**src/rtl/ram_arb_pkg.sv**
```systemverilog
// Shared types and constants for the line-fill RAM arbiter and its
// round-robin picker.
package ram_arb_pkg;

  typedef enum logic [1:0] {
    IDLE  = 2'd0,
    ISSUE = 2'd1,
    WAIT  = 2'd2
  } arb_state_e;

  localparam int LINE_W_DEF = 512;
  localparam int LINE_BYTES = LINE_W_DEF / 8;
  localparam int OFFSET_W   = $clog2(LINE_BYTES);
  localparam int WDOG_W     = 8;

  // Byte-offset bits inside a line of the given width.
  function automatic int offset_bits(input int line_w);
    return $clog2(line_w / 8);
  endfunction

endpackage

```
**src/rtl/rr_picker.sv**
```systemverilog
// Combinational round-robin picker: first requester after last_grant,
// wrapping around to index 0.
module rr_picker #(
  parameter int N     = 2,
  parameter int IDX_W = $clog2(N)
) (
  input  logic [N-1:0]     req_valid,
  input  logic [IDX_W-1:0] last_grant,
  output logic             any,
  output logic [IDX_W-1:0] idx
);

  // NOTE: every output gets a default before the loops so no path leaves
  // it unassigned, which would otherwise infer a latch.
  always_comb begin
    any = 1'b0;
    idx = '0;
    for (int i = 0; i < N; i++) begin
      if (!any && req_valid[i] && (i > int'(last_grant))) begin
        any = 1'b1;
        idx = IDX_W'(i);
      end
    end
    for (int i = 0; i < N; i++) begin
      if (!any && req_valid[i]) begin
        any = 1'b1;
        idx = IDX_W'(i);
      end
    end
  end

endmodule

```
**src/rtl/ram_arbiter.sv**
```systemverilog
// Round-robin arbiter sharing the single-port line-fill RAM between refill
// requesters, with a watchdog that converts a lost RAM response into an error.
module ram_arbiter
  import ram_arb_pkg::*;
#(
  parameter int NUM_REQ = 2,
  parameter int ADDR_W  = 32,
  parameter int LINE_W  = 512,
  parameter int TIMEOUT = 255
) (
  input  logic                      clk,
  input  logic                      rst,
  input  logic [NUM_REQ-1:0]        req_valid,
  input  logic [NUM_REQ*ADDR_W-1:0] req_addr,
  output logic [NUM_REQ-1:0]        req_ack,
  output logic [NUM_REQ-1:0]        resp_valid,
  output logic                      resp_err,
  output logic [LINE_W-1:0]         resp_data,
  output logic                      mem_req,
  output logic [ADDR_W-1:0]         mem_addr,
  input  logic [LINE_W-1:0]         mem_data,
  input  logic                      mem_ready,
  output logic                      busy,
  output logic [WDOG_W-1:0]         timeout_cnt
);

  localparam int IDX_W = $clog2(NUM_REQ);
  localparam int OFF_W = offset_bits(LINE_W);

  arb_state_e         state_q, state_d;
  logic [IDX_W-1:0]   grant_q, grant_d;
  logic [IDX_W-1:0]   last_q, last_d;
  logic [WDOG_W-1:0]  wdog_q, wdog_d;
  logic [WDOG_W-1:0]  tcnt_q, tcnt_d;
  logic [ADDR_W-1:0]  mem_addr_q, mem_addr_d;
  logic               mem_req_q, mem_req_d;
  logic [NUM_REQ-1:0] ack_q, ack_d;
  logic [NUM_REQ-1:0] rv_q, rv_d;
  logic               err_q, err_d;
  logic [LINE_W-1:0]  data_q, data_d;
  logic               busy_q, busy_d;

  logic               pick_any;
  logic [IDX_W-1:0]   pick_idx;
  logic [ADDR_W-1:0]  addr_arr [NUM_REQ];

  for (genvar g = 0; g < NUM_REQ; g++) begin : g_addr
    assign addr_arr[g] = req_addr[g*ADDR_W +: ADDR_W];
  end

  rr_picker #(.N(NUM_REQ), .IDX_W(IDX_W)) u_picker (
    .req_valid  (req_valid),
    .last_grant (last_q),
    .any        (pick_any),
    .idx        (pick_idx)
  );

  always_comb begin
    state_d    = state_q;
    grant_d    = grant_q;
    last_d     = last_q;
    wdog_d     = wdog_q;
    tcnt_d     = tcnt_q;
    mem_addr_d = mem_addr_q;
    err_d      = err_q;
    data_d     = data_q;
    busy_d     = busy_q;
    mem_req_d  = 1'b0;
    ack_d      = '0;
    rv_d       = '0;

    case (state_q)
      IDLE: begin
        if (pick_any) begin
          grant_d    = pick_idx;
          last_d     = pick_idx;
          ack_d      = NUM_REQ'(1) << pick_idx;
          mem_addr_d = {addr_arr[pick_idx][ADDR_W-1:OFF_W], {OFF_W{1'b0}}};
          mem_req_d  = 1'b1;
          busy_d     = 1'b1;
          state_d    = ISSUE;
        end
      end
      ISSUE: begin
        wdog_d  = '0;
        state_d = WAIT;
      end
      WAIT: begin
        wdog_d = wdog_q + 1'b1;
        // A ready arriving on the expiry cycle still delivers real data.
        if (mem_ready) begin
          data_d  = mem_data;
          err_d   = 1'b0;
          rv_d    = NUM_REQ'(1) << grant_q;
          busy_d  = 1'b0;
          state_d = IDLE;
        end else if (wdog_d == WDOG_W'(TIMEOUT)) begin
          data_d  = '0;
          err_d   = 1'b1;
          rv_d    = NUM_REQ'(1) << grant_q;
          busy_d  = 1'b0;
          state_d = IDLE;
          if (tcnt_q != '1) tcnt_d = tcnt_q + 1'b1;
        end
      end
      default: state_d = IDLE;
    endcase
  end

  // NOTE: state is updated with non-blocking assignments so every flop
  // samples the pre-edge value of the others.
  always_ff @(posedge clk or negedge rst) begin
    if (!rst) begin
      state_q    <= IDLE;
      grant_q    <= '0;
      last_q     <= IDX_W'(NUM_REQ - 1);
      wdog_q     <= '0;
      tcnt_q     <= '0;
      mem_addr_q <= '0;
      mem_req_q  <= 1'b0;
      ack_q      <= '0;
      rv_q       <= '0;
      err_q      <= 1'b0;
      data_q     <= '0;
      busy_q     <= 1'b0;
    end else begin
      state_q    <= state_d;
      grant_q    <= grant_d;
      last_q     <= last_d;
      wdog_q     <= wdog_d;
      tcnt_q     <= tcnt_d;
      mem_addr_q <= mem_addr_d;
      mem_req_q  <= mem_req_d;
      ack_q      <= ack_d;
      rv_q       <= rv_d;
      err_q      <= err_d;
      data_q     <= data_d;
      busy_q     <= busy_d;
    end
  end

  assign req_ack     = ack_q;
  assign resp_valid  = rv_q;
  assign resp_err    = err_q;
  assign resp_data   = data_q;
  assign mem_req     = mem_req_q;
  assign mem_addr    = mem_addr_q;
  assign busy        = busy_q;
  assign timeout_cnt = tcnt_q;

endmodule
```
**config.mk**
```make
export PLATFORM = sky130hd
export DESIGN_NAME = ram_arbiter
export DESIGN_NICKNAME = d
export VERILOG_FILES = /design/src/rtl/ram_arb_pkg.sv /design/src/rtl/rr_picker.sv /design/src/rtl/ram_arbiter.sv
export SDC_FILE = /design/constraint.sdc
export NUM_CORES = 1
export LEC_CHECK = 0
export CAP_MARGIN = 25
export CELL_PAD_IN_SITES_DETAIL_PLACEMENT = 1
export CELL_PAD_IN_SITES_GLOBAL_PLACEMENT = 2
export CORE_AREA = 4 4 440 442
export CTS_BUF_LIST = sky130_fd_sc_hd__clkbuf_8
export DETAILED_ROUTE_END_ITERATION = 8
export DIE_AREA = 0 0 444 446
export HOLD_SLACK_MARGIN = 0.05
export PLACE_DENSITY = 0.47
export SYNTH_ARGS = -nofsm -noshare
export SYNTH_HDL_FRONTEND = slang
export SYNTH_SLANG_ARGS = --single-unit
```
**constraint.sdc**
```tcl
create_clock -name clk -period 6.5 [get_ports clk]
set_clock_uncertainty 0.05 [all_clocks]
set_input_delay 0.975 -clock clk [delete_from_list [all_inputs] [get_ports clk]]
set_output_delay 0.975 -clock clk [all_outputs]
set_load 0.05 [all_outputs]
```
-- Word-level counts from Yosys, hierarchy flattened
Index checks and enable logic that the tools add are counted.
W data, S select, Z words.
- input port bits: 581
- output and inout bits: 559
- register bits: 565
- eq/ne operators: 6
- add/sub/neg operators: 2
- order comparisons: 2
- bitwise logic cells: 2
- reduce and logical (&&, ||, !) cells: 14
- mux-type cells: 28
- shift operators: 2
- operator list (kind ; number):
    $mux W512 ; 2
    $mux W32 ; 3
    $add A8 B1 Y8 const B ; 2
    $mux W2 ; 8
    $pmux W8 S2 ; 1
    $mux W1 ; 12
    $eq A8 B8 Y1 const B ; 1
    $ne A8 B8 Y1 const B ; 1
    $pmux W2 S3 ; 1
    $reduce_and A2 Y1 ; 3
    $reduce_bool A2 Y1 ; 3
    $reduce_and A4 Y1 ; 1
    $shl A1 B1 Y2 const A ; 2
    $logic_and A1 B1 Y1 ; 3
    $ne A3 B3 Y1 const B ; 1
    $reduce_and A3 Y1 ; 1
    $eq A2 B1 Y1 const B ; 1
    $eq A2 B2 Y1 const B ; 1
    $ge A2 B2 Y1 const B ; 1
    $logic_not A1 Y1 ; 2
    $logic_not A2 Y1 ; 1
    $ne A2 B2 Y1 const B ; 1
    $not A1 Y2 ; 1
    $pmux W1 S2 ; 1
    2 further kinds ; 2

-- Logic depth before layout (Yosys ltp)
Gate-level depths: netlist (run 1).
- depth after elaboration: 13
- gate-level depth with buffers: 10
- depth with buffers taken out: 7

-- Cells and area by module
From an unflattened synthesis (run 1), not the netlist that was laid out.
- cells, all modules: 1395
- area, all modules: 20687.3 µm²
- modules (own cells, without submodules) (module ; cells each ; area an instance (µm²) ; times used ; seq. area each (µm²)):
    ram_arbiter ; 1393 ; 20673.6 ; 1 ; 14139.8
    rr_picker ; 2 ; 13.8 ; 1 ; 0.0

-- Worst setup path after synthesis (run 1)
Ideal clock, no wire load.
- path kind: register -> register
- from: reg wdog_q[1]
- to: reg tcnt_q[5] (netlist: timeout_cnt[5])
- arrival time: 2215 ps
- setup slack: 4093 ps
- stages on the path, launching flop included: 10
- library setup time: 142 ps
- cell sequence: dfrtp_1 ha_1 clkbuf_1 nor2b_1 mux2i_1 a211o_1 or2_1 buf_6 or4_4 xnor2_2
- word-level cells in the longest chain between the ends: 3
- ends and longest elaborated chain (what ; RTL line ; RTL):
    start: declaration ; ram_arbiter.sv:33 ; logic [WDOG_W-1:0] wdog_q, wdog_d;
    start signal: assignment ; ram_arbiter.sv:130 ; wdog_q <= wdog_d;
    $add A8 B1 Y8 ; ram_arbiter.sv:89 ; wdog_d = wdog_q + 1'b1;
    $eq A8 B8 Y1 ; ram_arbiter.sv:97 ; end else if (wdog_d == WDOG_W'(TIMEOUT)) begin
    $reduce_and A4 Y1 (no line) ; n/a ;
    end signal: assignment ; ram_arbiter.sv:131 ; tcnt_q <= tcnt_d;
    end: declaration ; ram_arbiter.sv:34 ; logic [WDOG_W-1:0] tcnt_q, tcnt_d;
Every way passes these cells.
A chain may end at the register's enable or synchronous reset.

-- Worst setup path after layout (run 1)
- from: reg data_q[281] (netlist: resp_data[281])
- to: out resp_data[281]
- RTL lines (what ; RTL line ; RTL):
    start: declaration ; ram_arbiter.sv:40 ; logic [LINE_W-1:0] data_q, data_d;
    start signal: assignment ; ram_arbiter.sv:137 ; data_q <= data_d;
    end: declaration ; ram_arbiter.sv:18 ; output logic [LINE_W-1:0] resp_data,
No word-level cell between the ends.

==> results of run 1 <==
## path summary, 6_finish.rpt
check / slack [ns] / endpoint
max: 3.16 / resp_data[281]
min: 0.41 / resp_valid[0]
max reg2reg: 3.17 / resp_data[169]
min reg2reg: 0.41 / resp_valid[0]
max in group asynchronous: 4.40 / resp_data[106]
min in group asynchronous: 0.66 / resp_data[463]
## report_power, final
group          internal [W]  switching [W]  total, W
logic               0.00419        0.00805    0.0122
clock network       0.00232        0.00186   0.00418
registers           0.00508        0.00109   0.00618
total                0.0116         0.0110    0.0226
## cell type report
class | count | area, um^2
Tap cell | 2511 | 3140
Clock buffer | 157 | 2160
Clock inverter | 66 | 433
Timing Repair Buffer | 1153 | 11600
Sequential cell | 565 | 14100
Inverter | 41 | 154
Fill cell | 21300 | 152000
Antenna cell | 8 | 20.0
Multi-Input combinational cell | 638 | 5420
## state kept, by name, indices dropped and copies added, names as in the netlist
register,flops
grant_q,1
mem_req,1
resp_data,512
last_q,1
resp_err,1
state_q,2
resp_valid,2
mem_addr,26
busy,1
req_ack,2
wdog_q,8
timeout_cnt,8
## logic make-up (layout without fill, tap and decap cells)
| group | Yosys count | in the layout | share of synthesized area [%] |
|---|---|---|---|
| flops | 565 | 565 | 69.8 |
| xor+xnor | 7 | 7 | 0.340 |
| other cells | 1 | 14 | 0.0185 |
| buf+inv | 173 | 1417 | 3.67 |
| mux | 6 | 6 | 0.315 |
| simple gates | 45 | 45 | 1.16 |
| compound gates | 567 | 567 | 24.3 |
| fa+ha+maj | 7 | 7 | 0.432 |
## cells in the mapped netlist (all sizes together) (2+ instances only)
library cell    n  area share [%]
inv            41            0.76
and3            2           0.062
nor2            6            0.11
dfrtp         564              70
nor3b           2           0.074
nor3            3           0.074
a21oi           7            0.17
nor4            2           0.062
buf            56             1.5
ha              7            0.43
xor2            6            0.26
a222oi         26             1.3
mux2i           3            0.15
nand4           3           0.093
nand2          13            0.24
a22o          512              22
o22ai           2           0.062
nand3           7            0.17
o21ai          11            0.27
clkbuf         76             1.4
a21o            2           0.074
mux2            3            0.17
## stage by stage
step,total power (W),hold slack [ns],setup slack [ns]
6_report,0.0226,0.406,3.16
5_1_grt,0.0236,0.433,2.81
4_1_cts,0.0231,0.404,2.86
3_5_place_dp,0.0186,0.395,2.61
3_3_place_gp,0.0186,0.398,2.59
2_1_floorplan,0.0134,0.368,4.09
## layer usage
metal	track usage, %	up-vias
li1	-	7601
met4	3.45	6
met2	22.6	684
met5	0	-
met3	4.50	191
met1	14.0	9260
==> impl_metrics.py, run 1 <==
metrics = {
    "layout": {
        "final_area_um2": 37100,
        "finalCoreUtilization_pct": 19.6,
        "final_cell_mix": "clkdlybuf4s50_1 (1120), dfrtp_1 (564), a22o_1 (512)",
        "synthToLayoutAreaGrowth_pct": 83.2,
        "drive_above_1_share_pct": 8.63,
        "layout.nets": 3105,
        "final_common_cell": "clkdlybuf4s50_1",
        "instances_no_fill": 5139,
    },
    "synth": {
        "async_flop_share_pct": 100,
        "ys_seq_area_share_pct": 69.8,
        "synth-main-ff-cell": "dfrtp_1",
        "ys_types": 42,
        "synth_seq_cells": 565,
        "syn_avg_cell_area_um2": 14.8,
        "synth_cells": 1371,
        "yosysWarningCount": 0,
        "syn-cell-area_um2": 20300,
        "synth_edf_count": 0,
    },
    "critical_path": {
        "startpoint_type": "flop",
        "path_class": "reg2out",
        "cp_slowest_cell": "clkdlybuf4s50_1",
        "cp_num_cells": 1,
        "worst_ep_required_time_ns": 5.47,
        "r2r_cells": 8,
        "rr_startpoint": "wdog_q[1]",
        "worst-path-buf-inv": 1,
        "cp.arrival_ns": 2.31,
        "cp_top_family": "buffers and inverters",
        "crit_start": "resp_data[281]",
        "end_kind": "primary output",
        "max_stage_delay_ns": 0.94,
        "crit_chain": "clkdlybuf4s50_1",
        "path_max_fanout": 2,
    },
    "floorplanning": {
        "rows": 160,
        "io_pins": 1140,
        "start_util_pct": 10.7,
        "die_x_um": 444,
        "design.core.area_um2": 190000,
        "die_h_um": 446,
        "die-area_um2": 198000,
    },
    "pwr": {
        "leakage_nw": 15.4,
        "peakVddDrop_uv": 262,
        "pwr_density_cell_nw_per_um2": 609,
    },
    "detailed_routing": {
        "ant_nets": 0,
        "drc_errors": 0,
        "routed.top_layer": "met5",
        "avgRoutedWirePerCell_um": 25.3,
        "wl_um": 130000,
        "post_drt_via_cell_ratio": 3.45,
        "drt-met1-wl_um": 49300,
        "drtIter0Drc": 868,
        "wl_met3_um": 9460,
        "vias": 17700,
        "firstDrtPassIters": 6,
        "met2_length_um": 68100,
    },
    "timing": {
        "fmax_mhz": 300,
        "fin_crit_sh_pct": 51.3,
        "rsz0062_at_grt": "no",
        "finalHoldViolCount": 0,
        "fin_crit_ns": 3.34,
        "slew_headroom_pct": 33.0,
        "tightestPinTransition_ns": 1.01,
        "drv_slew": 0,
        "tns_ns": 0,
        "setup_violations": 0,
    },
    "global_routing": {
        "grt_max_degree": 145,
        "grt-ovfl-total": 0,
        "antenna_found_initial": 38,
        "grt_pass1_wl_um": 173000,
        "grt_usage_pct": 12.6,
        "first_global_vias": 19100,
    },
    "clock_network": {
        "clk_latency_ns": 0.85,
        "cts_setup_buffers": 0,
        "hold_buffers": 1,
        "clk_path_buf_depth": 3,
        "cts_tree": "done",
        "cts_sinks": 565,
        "cts_root_buffer": "clkbuf_8",
        "htreeDepth": 3,
        "cts_resized": 0,
        "numCtsBuffers": 118,
        "clk_pin_slew_ns": 0.06,
    },
    "min_path": {
        "worstHoldPathCells": 1,
        "holdCritPathClass": "reg2reg",
        "worstHoldStart": "grant_q",
    },
    "status": {
        "status": "finished clean",
    },
    "place": {
        "dpl.cell_count": 4907,
        "place_congestion": 0.804,
        "hpwl_um": 101000,
        "postPlaceCellArea_um2": 34500,
        "port-buffer-count": 1121,
    },
    "run": {
        "max-cap-violations": 0,
    },
}
Power figures use the tool's default switching activity.
==> run 2: changes to the inputs <==
Settings changed: CORE_AREA 4 4 440 442 to 4 4 438 440, DIE_AREA 0 0 444 446 to 0 0 442 444, PLACE_DENSITY 0.47 to 0.48.
Clock period 6.5 ns to 2.9 ns, I/O delays scaled along.
==> run 2 against run 1 <==
  * Die area shrank 0.90%
  * Largest power group unchanged
  * Sequential cell count is the same
  * Clock-buffer cell count is 14 lower
  * Global-route usage decreased by 0.21 points
  * Register-to-register slack lost 3.0 ns
  * Clock power rose by 110%
  * Sequential share of layout area down 4.5 points
  * Hold slack got worse by 0.20 ns
  * Total power up 130%
==> impl_metrics.py, run 2 (same netlist as run 1, synthesis figures left out) <==
metrics = {
    "status": {
        "status": "finished clean",
    },
    "run": {
        "max-cap-violations": 0,
    },
    "floorplanning": {
        "design.core.area_um2": 188000,
        "die_h_um": 444,
        "die_x_um": 442,
        "rows": 159,
        "start_util_pct": 10.8,
        "io_pins": 1140,
        "die-area_um2": 196000,
    },
    "global_routing": {
        "grt_pass1_wl_um": 175000,
        "grt_usage_pct": 12.4,
        "grt_max_degree": 82,
        "grt-ovfl-total": 0,
        "first_global_vias": 21900,
        "antenna_found_initial": 22,
    },
    "clock_network": {
        "cts_tree": "done",
        "htreeDepth": 3,
        "clk_latency_ns": 0.84,
        "clk_path_buf_depth": 3,
        "cts_root_buffer": "clkbuf_8",
        "numCtsBuffers": 115,
        "clk_pin_slew_ns": 0.06,
        "cts_sinks": 565,
    },
    "place": {
        "port-buffer-count": 1121,
        "place_congestion": 0.790,
        "hpwl_um": 94900,
    },
    "critical_path": {
        "worst_ep_required_time_ns": 2.41,
        "max_stage_delay_ns": 0.89,
        "cp_slowest_cell": "clkdlybuf4s50_1",
        "cp.arrival_ns": 2.26,
        "end_kind": "primary output",
        "cp_top_family": "buffers and inverters",
        "startpoint_type": "flop",
        "path_class": "reg2out",
        "worst-path-buf-inv": 1,
        "path_max_fanout": 2,
        "crit_chain": "clkdlybuf4s50_1",
    },
    "layout": {
        "final_common_cell": "clkdlybuf4s50_1",
        "drive_above_1_share_pct": 8.06,
        "layout.nets": 3618,
        "synthToLayoutAreaGrowth_pct": 108,
        "largest_register_ffs": 512,
        "final_cell_mix": "clkdlybuf4s50_1 (1099), dfrtp_1 (564), a22o_1 (512)",
    },
    "timing": {
        "tightestPinTransition_ns": 0.764,
        "drv_slew": 0,
        "rsz0062_at_grt": "no",
        "fin_crit_sh_pct": 94.7,
        "fmax_mhz": 364,
        "fin_crit_ns": 2.75,
        "setup_violations": 0,
        "tns_ns": 0,
        "finalHoldViolCount": 0,
        "holdWs_ns": 0.209,
        "slew_headroom_pct": 48.9,
    },
    "detailed_routing": {
        "drtIter0Drc": 979,
        "wl_um": 126000,
        "firstDrtPassIters": 5,
        "drc_errors": 0,
        "avgRoutedWirePerCell_um": 22.5,
        "vias": 19500,
        "post_drt_via_cell_ratio": 3.48,
        "ant_nets": 0,
    },
    "pwr": {
        "peakVddDrop_uv": 632,
        "leakage_nw": 17.5,
        "pwr_density_cell_nw_per_um2": 1210,
    },
    "min_path": {
        "holdCritPathClass": "in2reg",
    },
}
run 2: cell count changes in the layout (fill, tap and decap cells not counted), moves of 7 or more:
cell             before   now
clkbuf_8            157   143
dlygate4sd2_1         0     9
clkinv_2             13     6
buf_4                17    44
buf_12               14    34
clkdlybuf4s50_1    1120  1099
dlygate4sd3_1         1   482
run 2: path summary, 6_finish.rpt:
kind	cells after the start	endpoint	start	slack, ns
max	1	resp_data[291]	resp_data[291]	0.15
min	2	resp_data[402]	mem_data[402]	0.21
max reg2reg	10	resp_data[70]	wdog_q[0]	0.20
min reg2reg	1	resp_valid[0]	grant_q	0.43
max in group asynchronous	3	resp_data[194]	rst	1.75
min in group asynchronous	2	resp_data[395]	rst	0.22
run 2: power breakdown:
group / switching, W / internal (W) / total [W]
sequential: 0.00238 / 0.0114 / 0.0138
clock: 0.00401 / 0.00469 / 0.00870
combinational: 0.0182 / 0.0102 / 0.0284
run 2: layout make-up:
cell class	instances	area [um^2]
diodes	10	25.0
clock buffers	143	1970
multi-input cells	638	5430
well taps	2495	3120
flip-flops and latches	565	14100
inverters	41	154
clock inverters	57	363
repair buffers	1669	16900
fillers	21000	145000
run 2: repair_timing:
item,4_1_cts,5_1_grt
hold buffers,482,0
hold endpoints to repair,927,0
pin swaps,0,0
setup endpoints to repair,9,115
resized for setup,9,1
buffers inserted,0,0
run 2: through the flow:
| step | power, W | instance area, um^2 | utilization, % | cells | worst slack (ns) |
|---|---|---|---|---|---|
| finish | 0.0509 | 42100 | 22.5 | 5618 | 0.154 |
| detailed placement | 0.0418 | 35000 | 18.6 | 4926 | 0.0889 |
| floorplan | 0.0300 | 20300 | - | 1376 | 0.493 |
| CTS | 0.0519 | 42100 | 22.4 | 5608 | 0.00316 |
| global route | 0.0533 | 42100 | 22.5 | 5615 | 0.00662 |
| global placement | 0.0418 | 35000 | 18.6 | 4926 | 0.117 |
run 2: metal layers:
layer,up-vias,share of wire (%),track usage (%)
li1,8603,-,-
met5,-,0.0071,0
met4,2,4.0,5.49
met3,214,7.0,4.01
met2,713,52,22.0
met1,10000,37,13.5
